<file path="src/rtl/program_loader_if.sv">
// program_loader_if
//   Groups the byte-stream handshake, the instruction-memory write port and
//   the CPU control/status lines of the boot loader.
//   master : image source / supervisor side (drives bytes, observes status)
//   slave  : loader side (accepts bytes, drives memory and CPU control)
interface program_loader_if #(
  parameter int ADDR_WIDTH = 10
);
  logic                  BYTE_VALID;
  logic [7:0]            BYTE_DATA;
  logic                  BYTE_READY;
  logic                  IM_WRITE_EN;
  logic [ADDR_WIDTH-1:0] IM_WRITE_ADDR;
  logic [31:0]           IM_WRITE_DATA;
  logic                  CPU_RESET;
  logic                  CPU_ENABLE;
  logic                  LOAD_DONE;
  logic                  OVERFLOW;
  logic [ADDR_WIDTH:0]   WORD_COUNT;

  modport master (
    output BYTE_VALID, BYTE_DATA,
    input  BYTE_READY, IM_WRITE_EN, IM_WRITE_ADDR, IM_WRITE_DATA,
    input  CPU_RESET, CPU_ENABLE, LOAD_DONE, OVERFLOW, WORD_COUNT
  );

  modport slave (
    input  BYTE_VALID, BYTE_DATA,
    output BYTE_READY, IM_WRITE_EN, IM_WRITE_ADDR, IM_WRITE_DATA,
    output CPU_RESET, CPU_ENABLE, LOAD_DONE, OVERFLOW, WORD_COUNT
  );
endinterface

</file>
<file path="src/rtl/program_loader.sv">
// program_loader
//   Boot-time loader in front of the CPU core. Assembles big-endian 32-bit
//   words from a valid/ready byte stream, writes them to instruction memory
//   from word 0 upward, and keeps the CPU in reset until the end-of-image
//   marker has been seen and BOOT_DELAY cycles have elapsed.
// Ports
//   CLOCK : clock, rising edge
//   RESET : synchronous, active-high reset
//   bus   : program_loader_if.slave
//           BYTE_VALID/BYTE_DATA/BYTE_READY     byte stream in
//           IM_WRITE_EN/IM_WRITE_ADDR/DATA      instruction memory write
//           CPU_RESET/CPU_ENABLE                CPU control
//           LOAD_DONE/OVERFLOW/WORD_COUNT       status
//
// state | meaning
// LOAD  | accepting bytes, assembling the next word
// WRITE | one-cycle memory write of the latched word
// BOOT  | marker seen, holding CPU reset for BOOT_DELAY cycles
// RUN   | CPU released and enabled (terminal)
// ERROR | image larger than memory, CPU held (terminal)
module program_loader #(
  parameter int          ADDR_WIDTH = 10,
  parameter logic [31:0] END_WORD   = 32'hFFFF_FFFF,
  parameter int          BOOT_DELAY = 4
) (
  input logic             CLOCK,
  input logic             RESET,
  program_loader_if.slave bus
);

  typedef enum logic [2:0] {
    LOAD  = 3'd0,
    WRITE = 3'd1,
    BOOT  = 3'd2,
    RUN   = 3'd3,
    ERROR = 3'd4
  } state_t;

  localparam int CNT_W = (BOOT_DELAY > 1) ? $clog2(BOOT_DELAY) : 1;
  localparam logic [CNT_W-1:0]    BOOT_LAST = CNT_W'(BOOT_DELAY - 1);
  // WORD_COUNT is one bit wider than the address so a full memory is visible
  localparam logic [ADDR_WIDTH:0] CAPACITY  = {1'b1, {ADDR_WIDTH{1'b0}}};

  state_t              state_q, state_d;
  logic [1:0]          byte_idx_q;
  logic [23:0]         shift_q;
  logic [31:0]         data_q;
  logic [ADDR_WIDTH:0] count_q;
  logic [CNT_W-1:0]    boot_cnt_q;

  logic        take;
  logic        last_byte;
  logic [31:0] word_in;

  assign take      = bus.BYTE_VALID && (state_q == LOAD);
  assign last_byte = take && (byte_idx_q == 2'd3);
  assign word_in   = {shift_q, bus.BYTE_DATA};

  always_ff @(posedge CLOCK) begin
    if (RESET) state_q <= LOAD;
    else       state_q <= state_d;
  end

  always_comb begin
    state_d           = state_q;
    bus.BYTE_READY    = 1'b0;
    bus.IM_WRITE_EN   = 1'b0;
    bus.IM_WRITE_ADDR = '0;
    bus.IM_WRITE_DATA = '0;
    bus.CPU_RESET     = 1'b1;
    bus.CPU_ENABLE    = 1'b0;
    bus.LOAD_DONE     = 1'b0;
    bus.OVERFLOW      = 1'b0;
    case (state_q)
      LOAD: begin
        bus.BYTE_READY = 1'b1;
        if (last_byte) begin
          if (word_in == END_WORD)      state_d = BOOT;
          else if (count_q == CAPACITY) state_d = ERROR;
          else                          state_d = WRITE;
        end
      end
      WRITE: begin
        bus.IM_WRITE_EN   = 1'b1;
        bus.IM_WRITE_ADDR = count_q[ADDR_WIDTH-1:0];
        bus.IM_WRITE_DATA = data_q;
        state_d           = LOAD;
      end
      BOOT: begin
        if (boot_cnt_q == BOOT_LAST) state_d = RUN;
      end
      RUN: begin
        bus.CPU_RESET  = 1'b0;
        bus.CPU_ENABLE = 1'b1;
        bus.LOAD_DONE  = 1'b1;
      end
      ERROR: begin
        bus.OVERFLOW = 1'b1;
      end
      default: state_d = LOAD;
    endcase
  end

  assign bus.WORD_COUNT = count_q;

  always_ff @(posedge CLOCK) begin
    if (RESET) begin
      byte_idx_q <= '0;
      shift_q    <= '0;
      data_q     <= '0;
      count_q    <= '0;
      boot_cnt_q <= '0;
    end else begin
      if (take) begin
        shift_q    <= word_in[23:0];
        byte_idx_q <= byte_idx_q + 2'd1;
      end
      if (last_byte && (state_d == WRITE)) data_q <= word_in;
      if (state_q == WRITE) count_q <= count_q + (ADDR_WIDTH+1)'(1);
      // Held at zero outside BOOT, so it is already clear on entry
      if (state_q == BOOT) boot_cnt_q <= boot_cnt_q + CNT_W'(1);
      else                 boot_cnt_q <= '0;
    end
  end

endmodule

</file>
<file path="src/flat_wrapper.sv">
// flat-port wrapper written by rule: the top's interface ports become plain ports
module program_loader_flat 
#(
  parameter int          ADDR_WIDTH = 10,
  parameter logic [31:0] END_WORD   = 32'hFFFF_FFFF,
  parameter int          BOOT_DELAY = 4
)
  (CLOCK, RESET, bus_BYTE_VALID, bus_BYTE_DATA, bus_BYTE_READY, bus_IM_WRITE_EN, bus_IM_WRITE_ADDR, bus_IM_WRITE_DATA, bus_CPU_RESET, bus_CPU_ENABLE, bus_LOAD_DONE, bus_OVERFLOW, bus_WORD_COUNT);
  program_loader_if #(.ADDR_WIDTH(ADDR_WIDTH)) bus_i ();
  input logic CLOCK;
  input logic RESET;
  input wire logic [$bits(bus_i.BYTE_VALID)-1:0] bus_BYTE_VALID;
  input wire logic [$bits(bus_i.BYTE_DATA)-1:0] bus_BYTE_DATA;
  output wire logic [$bits(bus_i.BYTE_READY)-1:0] bus_BYTE_READY;
  output wire logic [$bits(bus_i.IM_WRITE_EN)-1:0] bus_IM_WRITE_EN;
  output wire logic [$bits(bus_i.IM_WRITE_ADDR)-1:0] bus_IM_WRITE_ADDR;
  output wire logic [$bits(bus_i.IM_WRITE_DATA)-1:0] bus_IM_WRITE_DATA;
  output wire logic [$bits(bus_i.CPU_RESET)-1:0] bus_CPU_RESET;
  output wire logic [$bits(bus_i.CPU_ENABLE)-1:0] bus_CPU_ENABLE;
  output wire logic [$bits(bus_i.LOAD_DONE)-1:0] bus_LOAD_DONE;
  output wire logic [$bits(bus_i.OVERFLOW)-1:0] bus_OVERFLOW;
  output wire logic [$bits(bus_i.WORD_COUNT)-1:0] bus_WORD_COUNT;
  assign bus_i.BYTE_VALID = bus_BYTE_VALID;
  assign bus_i.BYTE_DATA = bus_BYTE_DATA;
  assign bus_BYTE_READY = bus_i.BYTE_READY;
  assign bus_IM_WRITE_EN = bus_i.IM_WRITE_EN;
  assign bus_IM_WRITE_ADDR = bus_i.IM_WRITE_ADDR;
  assign bus_IM_WRITE_DATA = bus_i.IM_WRITE_DATA;
  assign bus_CPU_RESET = bus_i.CPU_RESET;
  assign bus_CPU_ENABLE = bus_i.CPU_ENABLE;
  assign bus_LOAD_DONE = bus_i.LOAD_DONE;
  assign bus_OVERFLOW = bus_i.OVERFLOW;
  assign bus_WORD_COUNT = bus_i.WORD_COUNT;
  program_loader #(.ADDR_WIDTH(ADDR_WIDTH), .END_WORD(END_WORD), .BOOT_DELAY(BOOT_DELAY)) u_core (.CLOCK(CLOCK), .RESET(RESET), .bus(bus_i));
endmodule
</file>
<file path="config.mk">
export PLATFORM = sky130hd
export DESIGN_NAME = program_loader_flat
export DESIGN_NICKNAME = d
export VERILOG_FILES = /design/src/rtl/program_loader_if.sv /design/src/rtl/program_loader.sv /design/src/flat_wrapper.sv
export SDC_FILE = /design/constraint.sdc
export NUM_CORES = 1
export LEC_CHECK = 0
export BUFFER_PORTS_ARGS = -buffer_cell sky130_fd_sc_hd__buf_4
export CORE_ASPECT_RATIO = 1.1
export CORE_UTILIZATION = 25
export DETAILED_ROUTE_END_ITERATION = 10
export PLACE_DENSITY = 0.53
export SLEW_MARGIN = 20
export SYNTH_ARGS = -nofsm -noshare
export SYNTH_HDL_FRONTEND = slang
export SYNTH_SLANG_ARGS = --single-unit
</file>
<file path="constraint.sdc">
create_clock -name CLOCK -period 2.65 [get_ports CLOCK]
set_input_delay 0.1325 -clock CLOCK [delete_from_list [all_inputs] [get_ports CLOCK]]
set_output_delay 0.1325 -clock CLOCK [all_outputs]
set_load 0.02 [all_outputs]
</file>
=== Yosys cells after proc, flatten, opt, wreduce, memory -nomap -nowiden ===
Cells that the tools add are included.

* Register bits after elaboration: 74
* Bits in latches: 0
* RAM bits: 0
* Bits in read-only memories: 0
* Input bits: 11
* Output and inout port bits: 59
* Word-level logic and storage cells: 37
* Memories: 0

* Add/subtract/negate cells: 3
* Multiply operators: 0
* Divide/modulo/power cells: 0
* Magnitude comparators: 0
* Eq/ne operators: 9
* Shift-type cells: 0
* Muxes and demuxes: 12
* Bitwise logic cells: 1
* Reduce and logical (&&, ||, !) cells: 6

{| class="wikitable"
|+ Operators by type and width
! kind !! number
|-
| $eq A32 B32 Y1 const B || 1
|-
| $mux W32 || 1
|-
| $mux W3 || 4
|-
| $add A11 B1 Y11 const B || 1
|-
| $eq A11 B11 Y1 const B || 1
|-
| $mux W10 || 1
|-
| $pmux W3 S3 || 1
|-
| $eq A3 B1 Y1 const B || 2
|-
| $eq A3 B2 Y1 const B || 2
|-
| $mux W1 || 5
|-
| $add A2 B1 Y2 const B || 2
|-
| $eq A2 B2 Y1 const B || 2
|-
| $reduce_or A2 Y1 || 2
|-
| $eq A3 B3 Y1 const B || 1
|-
| $logic_and A1 B1 Y1 || 3
|-
| $logic_not A3 Y1 || 1
|-
| $not A1 Y1 || 1
|}

=== Logic depth before layout (Yosys ltp) ===
* Depth after elaboration: 7
* Mapped depth: 7
* Mapped depth without buffers: 5

=== Least setup slack after synthesis ===
Ideal clock, no wire load.

* Path kind: register to register
* Start: register u_core.state_q[0]
* End: register u_core.data_q[0]
* Setup time: 0.120 ns
* Data arrival time: 1.680 ns
* Data required time: 2.530 ns
* Slack: 0.850 ns
* Cell stages (with the launch flop): 8
* Path buffers: 2
* Clock period less this slack: 1.800 ns
* Cells stage by stage: dfxtp_1 > nor3_4 > and2_1 > nand2_1 > or3b_1 > buf_4 > buf_6 > mux2i_1

* Word-level cells in the longest chain between the ends: 7
* Elaborated cells on any way between the ends: 12
* Those cells by class: 4 x eq/ne; 3 x mux; 5 x reduce/logical

{| class="wikitable"
|+ Ends and longest elaborated chain
! element !! RTL line !! text
|-
| start, declared || program_loader.sv:44 || <nowiki>state_t state_q, state_d;</nowiki>
|-
| start signal, assigned || program_loader.sv:61 || <nowiki>else state_q <= state_d;</nowiki>
|-
| $logic_not A3 Y1 || program_loader.sv:55, program_loader.sv:74 ||
|-
| $logic_and A1 B1 Y1 || program_loader.sv:55 || <nowiki>assign take = bus.BYTE_VALID && (state_q == LOAD);</nowiki>
|-
| $logic_and A1 B1 Y1 || program_loader.sv:56 || <nowiki>assign last_byte = take && (byte_idx_q == 2'd3);</nowiki>
|-
| $mux W3 || program_loader.sv:77 || <nowiki>if (last_byte) begin</nowiki>
|-
| $pmux W3 S3 || program_loader.sv:74 || <nowiki>case (state_q)</nowiki>
|-
| $eq A3 B1 Y1 || program_loader.sv:118 || <nowiki>if (last_byte && (state_d == WRITE)) data_q <= word_in;</nowiki>
|-
| $logic_and A1 B1 Y1 * || program_loader.sv:118 ||
|-
| end signal, assigned || program_loader.sv:118 ||
|-
| end, declared || program_loader.sv:47 || <nowiki>logic [31:0] data_q;</nowiki>
|}

Every way passes the cells marked *; elsewhere a longest branch is shown, timed or not.
A chain may end at the register's enable or synchronous reset.

=== Final worst setup path ===
* Start: register u_core.count_q[0], in the netlist u_core.bus.WORD_COUNT[0]
* End: register u_core.data_q[29]

* Word-level cells in the longest chain between the ends: 7

{| class="wikitable"
|+ Ends and longest elaborated chain
! element !! RTL line !! text
|-
| start, declared || program_loader.sv:48 || <nowiki>logic [ADDR_WIDTH:0] count_q;</nowiki>
|-
| start signal, assigned || program_loader.sv:119 || <nowiki>if (state_q == WRITE) count_q <= count_q + (ADDR_WIDTH+1)'(1);</nowiki>
|-
| $eq A11 B11 Y1 || program_loader.sv:79 || <nowiki>else if (count_q == CAPACITY) state_d = ERROR;</nowiki>
|-
| $mux W3 || program_loader.sv:79 ||
|-
| $mux W3 || program_loader.sv:78 || <nowiki>if (word_in == END_WORD) state_d = BOOT;</nowiki>
|-
| $mux W3 || program_loader.sv:77 ||
|-
| $pmux W3 S3 || program_loader.sv:74 ||
|-
| $eq A3 B1 Y1 || program_loader.sv:118 ||
|-
| $logic_and A1 B1 Y1 || program_loader.sv:118 ||
|}

No other way between the ends.

==> run_results.csv <==
group,metric,value,unit
sta,timing.final.ws_setup,0.745,ns
placement,placed_cell_area,4070,µm²
floorplan,fp.coreArea,13300,µm²
critical_path,r2r.worst_path.cells,6,
clock_tree,clk_latency,0.33,ns
critical_path,critPathRequiredTime,2.85,ns
critical_path,reg2reg_slack,0.75,ns
pwr,total_power,2540,µW
sta,setup_total_negative_slack,0,ns
finish,final_layout_size_suffix_gt1_share,20.2,%
clock_tree,h-tree-depth,3,
placement,dpl.hpwl,5350,µm
critical_path,slowest_delay,0.49,ns
finish,multiInputGateArea,1790,µm²
finish,finalNetCount,466,
yosys,ys.flop_type,"dfxtp_1",
critical_path,worstPathCellList,"inv_1 -> ha_1 -> and4_1 -> or3b_2 -> buf_12 -> mux2i_1",
critical_path,critPathTopFamily,"simple AND/OR/NAND/NOR gates",
sta,setup_repair_after_global_routing_missed_its_margin,"false",
finish,final_core_util,33.1,%
critical_path,crit_path_max_fanout,33,
yosys,synth_enable_flop_cells,0,
placement,globalplace.congestion,0.725,
yosys,postSynthNetCount,408,
placement,preCtsSetupSlack,0.762,ns
sta,final_max_slew_viol_count,0,
yosys,total_of_flip_flops_plus_latches_after_synthesis,74,
yosys,synthesis.yosys.warnings,0,
finish,seq_area,1480,µm²
floorplan,die_x,113,µm
grt,gr-usage-all-layers,11.6,%
clock_tree,cts-root-to-sink-buffers,2,
grt,grt_pass1_vias,2695,
floorplan,die_footprint,14100,µm²
run_status,status,"finished, final reports clean",
floorplan,row_count,44,
critical_path,cp.depth,6,
critical_path,sort_of_element_at_the_start_of_the_critical_path,"flop",
floorplan,design.portCount,70,
critical_path,critical_path.slowest_cell,"or3b_2",
sta,hold_viol,0,
finish,antennaDiodeCount,0,
grt,grt_pass1_wl,12900,µm
route,drtPass1Iterations,4,
route,detailed_route_iter0_violations,121,
sta,final_min_period_over_clock_period,71.9,%
route,drt-total-wl,7720,µm
route,wl_per_cell,12.1,µm
clock_tree,cts_tree,"yes",
pwr,power.density_cell_area,578,nW/µm²
placement,portBuffers,69,
sta,finalCriticalPeriod,1.90,ns
yosys,synth_seq_area_share,43.5,%
grt,grt_start_max_net_pins,107,
finish,n_fill_cell,1408,
finish,area.growth.synth_to_final,29.0,%
route,drc,0,
clock_tree,cts.sink_count,74,
hold_path,timing.hold.worst_path_depth,3,
critical_path,worst_setup_ep_type,"flop",
yosys,netlist-cell-type-count,31,
flow_run,cap_violations,0,
route,drt-vias-per-instance,4.23,
yosys,synth_async_sr_flop_share,0,%
clock_tree,post-cts-setup-buffer-count,0,
sta,setup_viol_count_final,0,
yosys,syn-instance-count,393,
floorplan,chip_height,124,µm
pwr,vdd_ir_drop_max,0.250,mV
grt,grt_antenna_before_repair,0,
clock_tree,postCtsResizedCells,0,
clock_tree,ctsHoldBuffers,0,
sta,max_freq,525,MHz
yosys,synthesis.area,3400,µm²
sta,fin_skew,0.00791,ns
finish,finalInstanceArea,4390,µm²
route,final_antenna_net_count,0,
hold_path,timing.hold.worst.class,"input port to flop",
pwr,power.static_leakage,0.00190,µW
sta,max_slew.worst_pin.slew,0.852,ns
clock_tree,cts_buffers,9,
critical_path,setup.worst_path.class,"flop to flop",
grt,grt_remaining_overflow,0,
yosys,postSynthAreaPerCell,8.66,µm²
clock_tree,ctsRootBufferMaster,"clkbuf_16",
critical_path,worstPathBufferInverterCount,2,
clock_tree,clk_transition_reported_paths,0.06,ns
critical_path,worstPathArrival,2.11,ns
floorplan,initial_core_util,25.7,%
sta,timing.slew.headroom,43.1,%
route,vias,2706,
==> worst reg2reg max path, cell delays in order, from the launching register on <==
cell and delay, ns:
dfxtp_1 0.44, inv_1 0.07, ha_1 0.19, and4_1 0.20
or3b_2 0.49, buf_12 0.22, mux2i_1 0.16
==> Yosys cell counts, types with 4 or more instances <==
| master | number | area (µm²) |
|---|---|---|
| a21oi_1 | 31 | 155 |
| and2_1 | 43 | 269 |
| clkbuf_1 | 18 | 67.6 |
| dfxtp_1 | 74 | 1480 |
| ha_1 | 4 | 50.1 |
| mux2i_1 | 32 | 320 |
| nand2_1 | 61 | 229 |
| nand2b_1 | 65 | 407 |
| nand4_1 | 10 | 62.6 |
| nor2_1 | 10 | 37.5 |
| nor4_1 | 5 | 31.3 |
| xor2_1 | 6 | 52.6 |
==> metrics by stage <==
step | hold slack (ns) | cells
after floorplan | 0.268 | 393
after global placement | 0.408 | 624
after detailed placement | 0.415 | 624
after CTS | 0.0715 | 640
after global routing | 0.0807 | 640
final | 0.0732 | 640
==> state kept, by name, indices dropped and copies added (netlist names) <==
signal	cells
u_core.state_q	3
u_core.bus.WORD_COUNT	11
u_core.boot_cnt_q	2
u_core.byte_idx_q	2
u_core.shift_q	24
u_core.data_q	32
==> final timing paths <==
check | from | endpoint
worst max register to register | u_core.bus.WORD_COUNT[0]$_SDFFE_PP0P_ | u_core.data_q[29]$_SDFFE_PP0P_
worst min register to register | u_core.boot_cnt_q[0]$_SDFF_PP0_ | u_core.boot_cnt_q[0]$_SDFF_PP0_
worst max-delay path | u_core.bus.WORD_COUNT[0]$_SDFFE_PP0P_ | u_core.data_q[29]$_SDFFE_PP0P_
worst min-delay path | bus_BYTE_DATA[0] | u_core.shift_q[0]$_SDFFE_PP0P_
==> power breakdown <==
part / total, µW / internal [µW] / leakage (µW) / switching, µW
clock network: 1280 / 821 / 0.000151 / 462
registers: 1150 / 1130 / 0.000598 / 17.1
logic: 108 / 46.5 / 0.00115 / 61.4
total: 2540 / 2000 / 0.00190 / 540
==> layout by cell type (no fill, tap or decap) <==
| master | instances |
|---|---|
| dfxtp_1 | 74 |
| nor3_4 | 1 |
| a2111oi_0 | 1 |
| or3_1 | 3 |
| inv_1 | 3 |
| xnor2_1 | 2 |
| nand4_1 | 10 |
| buf_4 | 72 |
| and3_1 | 3 |
| nand3_1 | 1 |
| buf_12 | 1 |
| nor4_1 | 5 |
| ha_1 | 4 |
| nor3b_2 | 1 |
| nor2_1 | 10 |
| clkinvlp_4 | 2 |
| mux2i_1 | 32 |
| bufinv_16 | 2 |
| a41oi_1 | 1 |
| xor2_1 | 6 |
| o21ai_0 | 1 |
| nand2b_1 | 65 |
| nand2_1 | 61 |
| and4_1 | 1 |
| or3b_2 | 1 |
| clkinv_4 | 1 |
| nor2b_1 | 2 |
| clkinv_2 | 2 |
| a21oi_1 | 31 |
| and2_1 | 43 |
| clkbuf_16 | 9 |
| nor3b_1 | 1 |
| o21ai_1 | 3 |
| nor4b_1 | 1 |
==> final cells by class <==
type                       instances  area share, %
clock buffer                       9           5.13
inverter                           3          0.257
tap                              184           5.25
multi-input combinational        290           40.7
clock inverter                     7           2.14
sequential                        74           33.8
timing repair buffer              73           12.8
==> logic make-up (layout without fill, tap and decap cells) <==
kind of cell	count (synthesis)	count (layout)	synth area share, %
flip-flops	74	74	43.5
XOR/XNOR	8	8	2.06
buffers and inverters	29	92	4.12
AND/OR/NAND/NOR	209	209	33.8
adder cells (fa/ha/maj)	4	4	1.47
multiplexers	32	32	9.41
AO/OA/AOI/OAI	37	37	5.66
==> metal layers <==
| layer | global-route usage, % | wire (µm) | vias to the layer above |
|---|---|---|---|
| met4 | 3.95 | 85 | 0 |
| li1 | - | - | 1405 |
| met3 | 3.31 | 341 | 6 |
| met1 | 14.4 | 3700 | 1242 |
| met2 | 18.9 | 3600 | 53 |
| met5 | 0 | 0 | - |
Note: power is estimated with default switching activity, not from simulation.
